==> src/rtl/systolic_pkg.sv <==
// Shared definitions for the systolic PE row: FSM encoding and default sizing.
package systolic_pkg;

  localparam int DEF_DATA_W      = 8;
  localparam int DEF_ACC_W       = 24;
  localparam int DEF_NUM_PE      = 4;
  localparam int DEF_SIGNED_MODE = 1;
  localparam int K_LEN_W         = 16;

  typedef enum logic [1:0] {
    ST_IDLE    = 2'd0,
    ST_COMPUTE = 2'd1,
    ST_DRAIN   = 2'd2
  } state_e;

endpackage

==> src/rtl/systolic_pe.sv <==
// One processing element: forwards left/up operands a cycle later and runs a
// saturating multiply-accumulate bounded by the job's MAC count.
module systolic_pe
  import systolic_pkg::*;
#(
  parameter int DATA_W      = DEF_DATA_W,
  parameter int ACC_W       = DEF_ACC_W,
  parameter int SIGNED_MODE = DEF_SIGNED_MODE
) (
  input  logic               clk,
  input  logic               rst,
  input  logic               clear_i,
  input  logic               compute_i,
  input  logic [K_LEN_W-1:0] k_len_i,
  input  logic [DATA_W-1:0]  left_data_i,
  input  logic               left_valid_i,
  input  logic [DATA_W-1:0]  up_data_i,
  input  logic               up_valid_i,
  output logic [DATA_W-1:0]  left_data_o,
  output logic               left_valid_o,
  output logic [DATA_W-1:0]  down_data_o,
  output logic               down_valid_o,
  output logic [ACC_W-1:0]   acc_o,
  output logic               cnt_done_o,
  output logic               sat_o
);

  localparam int PW = 2 * DATA_W;
  localparam logic [ACC_W-1:0] SMAX = {1'b0, {(ACC_W-1){1'b1}}};
  localparam logic [ACC_W-1:0] SMIN = {1'b1, {(ACC_W-1){1'b0}}};
  localparam logic [ACC_W-1:0] UMAX = {ACC_W{1'b1}};

  logic [DATA_W-1:0]  left_q, down_q;
  logic               left_valid_q, down_valid_q;
  logic [ACC_W-1:0]   acc_q, acc_d;
  logic [K_LEN_W-1:0] cnt_q, cnt_d;
  logic               sat_q, sat_d;

  logic [PW-1:0]    a_ext, b_ext, prod;
  logic [ACC_W-1:0] prod_ext, clamp;
  logic [ACC_W:0]   sum;
  logic             ovf, mac_en;

  always_comb begin
    if (SIGNED_MODE != 0) begin
      a_ext    = {{DATA_W{left_q[DATA_W-1]}}, left_q};
      b_ext    = {{DATA_W{up_data_i[DATA_W-1]}}, up_data_i};
      prod     = a_ext * b_ext;
      prod_ext = ACC_W'($signed(prod));
    end else begin
      a_ext    = {{DATA_W{1'b0}}, left_q};
      b_ext    = {{DATA_W{1'b0}}, up_data_i};
      prod     = a_ext * b_ext;
      prod_ext = ACC_W'(prod);
    end
    sum = {1'b0, acc_q} + {1'b0, prod_ext};
    // Signed overflow: both addends share a sign that the sum does not.
    if (SIGNED_MODE != 0) begin
      ovf   = (acc_q[ACC_W-1] == prod_ext[ACC_W-1]) && (sum[ACC_W-1] != acc_q[ACC_W-1]);
      clamp = acc_q[ACC_W-1] ? SMIN : SMAX;
    end else begin
      ovf   = sum[ACC_W];
      clamp = UMAX;
    end
    mac_en = compute_i && left_valid_q && up_valid_i && (cnt_q < k_len_i);

    acc_d = acc_q;
    cnt_d = cnt_q;
    sat_d = sat_q;
    if (clear_i) begin
      acc_d = '0;
      cnt_d = '0;
      sat_d = 1'b0;
    end else if (mac_en) begin
      cnt_d = cnt_q + K_LEN_W'(1);
      if (ovf) begin
        acc_d = clamp;
        sat_d = 1'b1;
      end else begin
        acc_d = sum[ACC_W-1:0];
      end
    end
  end

  always_ff @(posedge clk or negedge rst) begin
    if (!rst) begin
      left_q       <= '0;
      left_valid_q <= 1'b0;
      down_q       <= '0;
      down_valid_q <= 1'b0;
      acc_q        <= '0;
      cnt_q        <= '0;
      sat_q        <= 1'b0;
    end else begin
      left_q       <= left_data_i;
      left_valid_q <= left_valid_i;
      down_q       <= up_data_i;
      down_valid_q <= up_valid_i;
      acc_q        <= acc_d;
      cnt_q        <= cnt_d;
      sat_q        <= sat_d;
    end
  end

  assign left_data_o  = left_q;
  assign left_valid_o = left_valid_q;
  assign down_data_o  = down_q;
  assign down_valid_o = down_valid_q;
  assign acc_o        = acc_q;
  assign cnt_done_o   = (cnt_q == k_len_i);
  assign sat_o        = sat_q;

endmodule

==> src/rtl/systolic_pe_row.sv <==
// Row of NUM_PE systolic MAC elements with a job FSM that drains the
// accumulators one at a time over a valid/ready result port.
module systolic_pe_row
  import systolic_pkg::*;
#(
  parameter int DATA_W      = DEF_DATA_W,
  parameter int ACC_W       = DEF_ACC_W,
  parameter int NUM_PE      = DEF_NUM_PE,
  parameter int SIGNED_MODE = DEF_SIGNED_MODE
) (
  input  logic                     clk,
  input  logic                     rst,
  input  logic [DATA_W-1:0]        in_left_data,
  input  logic                     in_left_valid,
  input  logic [NUM_PE*DATA_W-1:0] in_up_data,
  input  logic [NUM_PE-1:0]        in_up_valid,
  output logic [DATA_W-1:0]        out_right_data,
  output logic                     out_right_valid,
  output logic [NUM_PE*DATA_W-1:0] out_down_data,
  output logic [NUM_PE-1:0]        out_down_valid,
  input  logic                     start,
  input  logic [K_LEN_W-1:0]       k_len,
  output logic                     busy,
  output logic [ACC_W-1:0]         res_data,
  output logic                     res_valid,
  input  logic                     res_ready,
  output logic                     res_last,
  output logic                     sat,
  output logic                     done
);

  localparam int IDX_W = (NUM_PE > 1) ? $clog2(NUM_PE) : 1;
  localparam logic [IDX_W-1:0] LAST_IDX = IDX_W'(NUM_PE - 1);

  state_e             state_q, state_d;
  logic [IDX_W-1:0]   idx_q, idx_d;
  logic [K_LEN_W-1:0] k_len_q, k_len_d;
  logic               done_q, done_d;
  logic               clear;

  logic [DATA_W-1:0] left_chain  [NUM_PE+1];
  logic              lvalid_chain[NUM_PE+1];
  logic [ACC_W-1:0]  acc_w       [NUM_PE];
  logic [NUM_PE-1:0] cnt_done_w, sat_w;

  assign left_chain[0]   = in_left_data;
  assign lvalid_chain[0] = in_left_valid;

  generate
    for (genvar gi = 0; gi < NUM_PE; gi++) begin : g_pe
      systolic_pe #(
        .DATA_W      (DATA_W),
        .ACC_W       (ACC_W),
        .SIGNED_MODE (SIGNED_MODE)
      ) u_pe (
        .clk          (clk),
        .rst          (rst),
        .clear_i      (clear),
        .compute_i    (state_q == ST_COMPUTE),
        .k_len_i      (k_len_q),
        .left_data_i  (left_chain[gi]),
        .left_valid_i (lvalid_chain[gi]),
        .up_data_i    (in_up_data[gi*DATA_W +: DATA_W]),
        .up_valid_i   (in_up_valid[gi]),
        .left_data_o  (left_chain[gi+1]),
        .left_valid_o (lvalid_chain[gi+1]),
        .down_data_o  (out_down_data[gi*DATA_W +: DATA_W]),
        .down_valid_o (out_down_valid[gi]),
        .acc_o        (acc_w[gi]),
        .cnt_done_o   (cnt_done_w[gi]),
        .sat_o        (sat_w[gi])
      );
    end
  endgenerate

  always_comb begin
    state_d = state_q;
    idx_d   = idx_q;
    k_len_d = k_len_q;
    done_d  = 1'b0;
    clear   = 1'b0;
    case (state_q)
      ST_IDLE: begin
        if (start) begin
          clear   = 1'b1;
          k_len_d = k_len;
          idx_d   = '0;
          state_d = (k_len == '0) ? ST_DRAIN : ST_COMPUTE;
        end
      end
      ST_COMPUTE: begin
        if (&cnt_done_w) state_d = ST_DRAIN;
      end
      ST_DRAIN: begin
        if (res_ready) begin
          if (idx_q == LAST_IDX) begin
            idx_d   = '0;
            done_d  = 1'b1;
            state_d = ST_IDLE;
          end else begin
            idx_d = idx_q + IDX_W'(1);
          end
        end
      end
      default: state_d = ST_IDLE;
    endcase
  end

  always_ff @(posedge clk or negedge rst) begin
    if (!rst) begin
      state_q <= ST_IDLE;
      idx_q   <= '0;
      k_len_q <= '0;
      done_q  <= 1'b0;
    end else begin
      state_q <= state_d;
      idx_q   <= idx_d;
      k_len_q <= k_len_d;
      done_q  <= done_d;
    end
  end

  assign out_right_data  = left_chain[NUM_PE];
  assign out_right_valid = lvalid_chain[NUM_PE];
  assign busy            = (state_q != ST_IDLE);
  assign res_valid       = (state_q == ST_DRAIN);
  assign res_data        = res_valid ? acc_w[idx_q] : '0;
  assign res_last        = res_valid && (idx_q == LAST_IDX);
  assign sat             = |sat_w;
  assign done            = done_q;

endmodule

==> config.mk <==
export PLATFORM = sky130hd
export DESIGN_NAME = systolic_pe_row
export DESIGN_NICKNAME = d
export VERILOG_FILES = /design/src/rtl/systolic_pkg.sv /design/src/rtl/systolic_pe.sv /design/src/rtl/systolic_pe_row.sv
export SDC_FILE = /design/constraint.sdc
export NUM_CORES = 1
export LEC_CHECK = 0
export BUFFER_PORTS_ARGS = -buffer_cell sky130_fd_sc_hd__buf_2
export CAP_MARGIN = 10
export CORE_ASPECT_RATIO = 1.4
export CORE_MARGIN = 3
export CORE_UTILIZATION = 40
export DETAILED_ROUTE_END_ITERATION = 6
export SKIP_LAST_GASP = 1
export SYNTH_ARGS = -nofsm -noshare
export SYNTH_HDL_FRONTEND = slang
export SYNTH_HIERARCHICAL = 1
export SYNTH_SLANG_ARGS = --single-unit
export TNS_END_PERCENT = 20
==> constraint.sdc <==
create_clock -name clk -period 7 [get_ports clk]
set_clock_uncertainty 0.05 [all_clocks]
set_input_delay 0.35 -clock clk [delete_from_list [all_inputs] [get_ports clk]]
set_output_delay 0.35 -clock clk [all_outputs]
set_load 0.1 [all_outputs]
---- Word-level counts from Yosys, hierarchy flattened ----
Index checks and enable logic that the tools add are counted.
storage, ports and cells
  register bits after elaboration ......... 257
  bits of input ports ..................... 65
  output and inout port bits .............. 74
  logic and storage cells ................. 163
operators by class
  add/subtract/negate cells ............... 9
  multiply operators ...................... 4
  $lt $le $gt $ge ......................... 5
  equal/unequal tests ..................... 19
  multiplexer cells ....................... 55
  bitwise gates (word level) .............. 1
  reductions and logical operators ........ 38
operators by type and width
  cell                                                    count
  2-to-1 mux 24 bit                                       19
  2-to-1 mux 16 bit                                       8
  adder 24 bit                                            4
  adder 16 x 1 -> 16 bit (second input constant)          4
  equality test 16 bit                                    4
  < comparator 16 bit                                     4
  multiplier 8 x 8 -> 16 bit                              4
  binary-select mux 24 bit (select 2 bit)                 1
  nonzero test 2 bit                                      10
  logical AND 1 bit                                       17
  2-to-1 mux 1 bit                                        17
  zero test 16 bit                                        1
  2-to-1 mux 2 bit                                        8
  AND reduction 2 bit                                     5
  AND reduction 4 bit                                     2
  one-hot mux 2 bit (3 select lines)                      1
  equality test 1 bit                                     4
  equality test 2 bit (second input constant)             2
  inequality test 1 bit                                   4
  inequality test 2 x 1 -> 1 bit (second input constant)  2
  inequality test 2 bit (second input constant)           2
  one-hot mux 2 bit (2 select lines)                      1
  OR reduction 4 bit                                      1
  >= comparator 3 bit (second input constant)             1
  other kinds (5)                                         5

---- Depth between registers and ports, before layout ----
  word-level depth ........................ 7
  mapped depth ............................ 30

---- By module ----
Netlist, hierarchy kept.
modules (own cells, without submodules)
  module                       instances  cells an instance  area an instance (sq um)
  systolic_pe at g_pe[1].u_pe  1          720                6510.0
  systolic_pe at g_pe[0].u_pe  1          728                6348.6
  systolic_pe at g_pe[2].u_pe  1          692                6319.8
  systolic_pe at g_pe[3].u_pe  1          671                6261.0
  systolic_pe_row              1          128                1759.2

---- Worst setup path after synthesis ----
Ideal clock, no wire load.
  path type ............................... register to register
  start ................................... reg g_pe[3].u_pe.left_q[5]
  end ..................................... reg g_pe[3].u_pe.acc_q[0]
  arrival time ............................ 6623 ps
  required time ........................... 6824 ps
  slack ................................... 201 ps
  stages on the path, launching flop included .. 27
  period minus slack after synthesis ...... 6799 ps
  cells stage by stage .................... dfrtp_1 -> and2_1 -> fa_1 -> inv_1 -> fa_1 -> inv_1 -> fa_1 -> inv_1 -> fa_1 -> inv_1 -> ha_1 -> o21ai_0 -> nor2_1 -> or4_4 -> a41oi_2 -> a21oi_2 -> xnor2_4 -> ha_1 -> a21oi_1 -> o21ai_0 -> o41ai_1 -> o21ai_0 -> a21oi_1 -> and2_1 -> a21oi_2 -> buf_6 -> a221o_1
on the way
  longest elaborated chain between the ends .. 7
ends and longest elaborated chain
  item                          RTL line           source
  start: declaration            systolic_pe.sv:33  logic [DATA_W-1:0] left_q, down_q;
  start signal: assignment      systolic_pe.sv:95  left_q <= left_data_i;
  multiplier 8 x 8 -> 16 bit *  systolic_pe.sv:48  prod = a_ext * b_ext;
  adder 24 bit                  systolic_pe.sv:56  sum = {1'b0, acc_q} + {1'b0, prod_ext};
  inequality test 1 bit         systolic_pe.sv:59  ovf = (acc_q[ACC_W-1] == prod_ext[ACC_W-1]) && (sum[ACC_W-1] != acc_q[ACC_W-1]);
  logical AND 1 bit *           systolic_pe.sv:59
  2-to-1 mux 24 bit *           systolic_pe.sv:76  if (ovf) begin
  2-to-1 mux 24 bit *           systolic_pe.sv:74  end else if (mac_en) begin
  2-to-1 mux 24 bit *           systolic_pe.sv:70  if (clear_i) begin
  end signal: assignment        systolic_pe.sv:91  acc_q <= '0;
  end signal: assignment        systolic_pe.sv:99  acc_q <= acc_d;
  end: declaration              systolic_pe.sv:35  logic [ACC_W-1:0] acc_q, acc_d;
Every way passes the cells marked *; elsewhere a longest branch is shown, timed or not. The select of a mux whose other input is x is not followed.
A chain may end at the register's enable or synchronous reset.

---- Final worst setup path ----
  start ................................... in in_up_data[2]
  end ..................................... reg g_pe[0].u_pe.acc_q[1]
on the way
  longest elaborated chain between the ends .. 7
ends and longest elaborated chain
  item                          RTL line               source
  start: declaration            systolic_pe_row.sv:15  input logic [NUM_PE*DATA_W-1:0] in_up_data,
  multiplier 8 x 8 -> 16 bit *  systolic_pe.sv:48
  adder 24 bit                  systolic_pe.sv:56
  inequality test 1 bit         systolic_pe.sv:59
  logical AND 1 bit *           systolic_pe.sv:59
  2-to-1 mux 24 bit *           systolic_pe.sv:76
  2-to-1 mux 24 bit *           systolic_pe.sv:74
  2-to-1 mux 24 bit *           systolic_pe.sv:70
  end signal: assignment        systolic_pe.sv:91
  end signal: assignment        systolic_pe.sv:99
  end: declaration              systolic_pe.sv:35
Marked as above.

==> impl_metrics.py <==
metrics = {
    "logic_synthesis": {
        "ys.flop_type": "dfrtp_1",
        "netlist_instances": 2939,
        "synth-seq-cells": 257,
        "yosysSeqAreaShare": 0.236,
        "async_flop_share": 1.00,
        "yosys.cell_types.count": 97,
        "syn_nets": 3505,
        "yosysWarnings": 6,
        "avgSynthCellArea_um2": 9.25,
        "synth-edff-count": 0,
        "synth_area_um2": 27200,
    },
    "global_routing": {
        "antenna_found_initial": 2,
        "grt_use_met1": 0.251,
        "track_usage": 0.206,
        "grt_max_degree": 119,
        "use_met3": 0.0316,
        "top_usage_layer": "met2",
        "grt_pass1_wl_um": 118000,
        "grt_pass1_vias": 21900,
        "overflow": 0,
        "use_met2": 0.372,
    },
    "floorplanning": {
        "num_rows": 112,
        "ioPinCount": 139,
        "dieArea_um2": 71200,
        "fp.dieH_um": 315,
        "start_util": 0.406,
        "core-area_um2": 67000,
        "fp.dieW_um": 226,
    },
    "sta": {
        "fmax_mhz": 148,
        "tightest_slew_ns": 1.08,
        "setup_viol": 0,
        "finalWorstPathRequiredPeriod_ns": 6.74,
        "final.period_utilization": 0.963,
        "rsz0062_at_grt": "yes",
        "relSlewSlack": 0.277,
        "hold_violations": 0,
        "drv_slew": 0,
        "setup_slack_ns": 0.258,
    },
    "clock_tree": {
        "clockBufferDepth": 3,
        "cts_tree": "yes",
        "clkSinkCount": 257,
        "insertion_delay_ns": 0.61,
        "cts_buffers": 31,
        "clkSlewWorstSetupHoldPaths_ns": 0.06,
        "htreeDepth": 1,
        "clock-root-buffer": "clkbuf_16",
    },
    "cells_and_area": {
        "fill_cells": 6499,
        "area_growth_pct": 15.2,
        "layout_common_cells": "inv_1, ha_1, dfrtp_1",
        "final_common_cell": "inv_1",
        "drive_above_1_share": 0.129,
        "layout.nets": 3784,
        "design_area_um2": 31300,
        "fin_cells": 4100,
        "fin_util": 0.468,
    },
    "setup_path": {
        "startpoint": "in_up_data[2]",
        "crit_path_max_fanout": 10,
        "critPathCapture": "g_pe[0].u_pe/acc_o[1]",
        "rr_startpoint": "g_pe[0].u_pe/left_data_o[4]",
        "r2r-end": "g_pe[0].u_pe/acc_o[1]",
        "end_kind": "flop",
        "rrSetupSlack_ns": 0.32,
        "slowest_delay_ns": 0.53,
        "rr_worst_depth": 30,
        "cp-start-kind": "primary input",
        "arrival_ns": 7.22,
        "worstPathRequired_ns": 7.48,
        "criticalPathCategory": "in -> reg",
        "slowest_stage": "dlygate4sd3_1",
    },
    "routing": {
        "route.detailed.drc": 0,
        "wl_per_cell_um": 17.8,
        "ant_nets": 0,
        "vias": 21400,
        "totalWireLength_um": 73000,
        "vias_per_cell": 5.22,
        "drt_iter0_drc": 1195,
        "dr.pass1.iters": 5,
    },
    "placed_design": {
        "dpl_cell_area_um2": 29400,
        "numPortBuffers": 138,
        "dp_slack_ns": 0.105,
        "dp_hpwl_um": 57600,
        "dp.cells": 3961,
        "gp_congestion": 0.900,
    },
    "job": {
        "cap_violations": 0,
    },
    "hold_path": {
        "hp-class": "in -> reg",
    },
    "run_status": {
        "status": "complete, no violations",
    },
}
## Yosys cell counts (21+ instances only)
cell type / number / area, µm²
a211oi_1: 24 / 180
a21o_1: 45 / 338
a21oi_1: 109 / 546
and2_1: 209 / 1310
clkbuf_1: 24 / 90.1
dfrtp_1: 257 / 6430
fa_1: 224 / 4480
ha_1: 277 / 3470
inv_1: 469 / 1760
nand2_1: 212 / 796
nand3_1: 35 / 175
nand4_1: 44 / 275
nor2_1: 176 / 661
nor2b_1: 47 / 294
nor3_1: 68 / 340
o21a_1: 23 / 173
o21ai_0: 100 / 500
o21ai_1: 47 / 235
o21bai_1: 21 / 158
xnor2_1: 127 / 1110
xor2_1: 47 / 412
## cells by family (layout without fill, tap and decap cells)
logic type      after synthesis  in the layout  share of synthesized area
xor+xnor                    177            177                     0.0587
other cells                   0              2                          0
simple gates                915            915                      0.175
mux                          50             50                     0.0330
buf+inv                     526            830                     0.0780
flops                       257            257                      0.236
compound gates              513            513                      0.127
fa+ha+maj                   501            501                      0.292
## per-layer routing
metal	up-vias	part of all wire
met5	-	0
met4	0	0.034
met3	102	0.043
met2	374	0.51
met1	10500	0.41
li1	10400	-
## flip-flops by register name (all words and copies together), names as in the netlist
signal	cells
done	1
g_pe.u_pe/acc_o	96
g_pe.u_pe/cnt_q	64
g_pe.u_pe/down_data_o	32
g_pe.u_pe/down_valid_o	4
g_pe.u_pe/left_data_o	32
g_pe.u_pe/left_valid_o	4
g_pe.u_pe/sat_o	4
idx_q	2
k_len_q	16
state_q	2
## worst max-delay path: cells and delay by family
family / cells / cell delay (ns)
AND/OR/NAND/NOR: 3 / 0.47
AO/OA/AOI/OAI: 13 / 1.95
XOR/XNOR: 1 / 0.20
adder cells (fa/ha/maj): 6 / 2.76
buffers and inverters: 8 / 1.19
multiplexers: 1 / 0.27
## how the worst min path moves through the flow
stage,startpoint,end,depth (start not counted)
after floorplan,rst,done,0
after global placement,g_pe[0].u_pe/left_valid_o,g_pe[1].u_pe/left_valid_o,0
after detailed placement,g_pe[0].u_pe/left_valid_o,g_pe[1].u_pe/left_valid_o,0
after CTS,in_left_data[0],g_pe[0].u_pe/left_data_o[0],2
after global routing,in_left_data[1],g_pe[0].u_pe/left_data_o[1],2
final,in_left_data[0],g_pe[0].u_pe/left_data_o[0],2
## per-stage QoR
stage               TNS [ns]  hold WS (ns)
finish                     0         0.326
global route           -1.84         0.320
CTS                        0         0.297
detailed placement         0         0.322
global placement           0         0.344
floorplan                  0       0.00441
## timing repair
action | CTS | global route
endpoints found under the setup margin | 0 | 91
buffers inserted | 0 | 13
hold endpoints to repair | 178 | 0
hold buffers | 64 | 0
resized for setup | 0 | 27
## final cells by class
cell class	instances	area, µm²	share of cell area
Clock inverter	21	268	0.00854
Timing Repair Buffer	303	2220	0.0707
Clock buffer	37	838	0.0267
Tap cell	855	1070	0.0341
Sequential cell	257	6440	0.206
Inverter	469	1760	0.0562
Multi-Input combinational cell	2156	18700	0.598
Antenna cell	2	5.00	0.000160
Power is not shown: default switching activity piles up to over one toggle a cycle in this logic, so the estimate is an artifact.
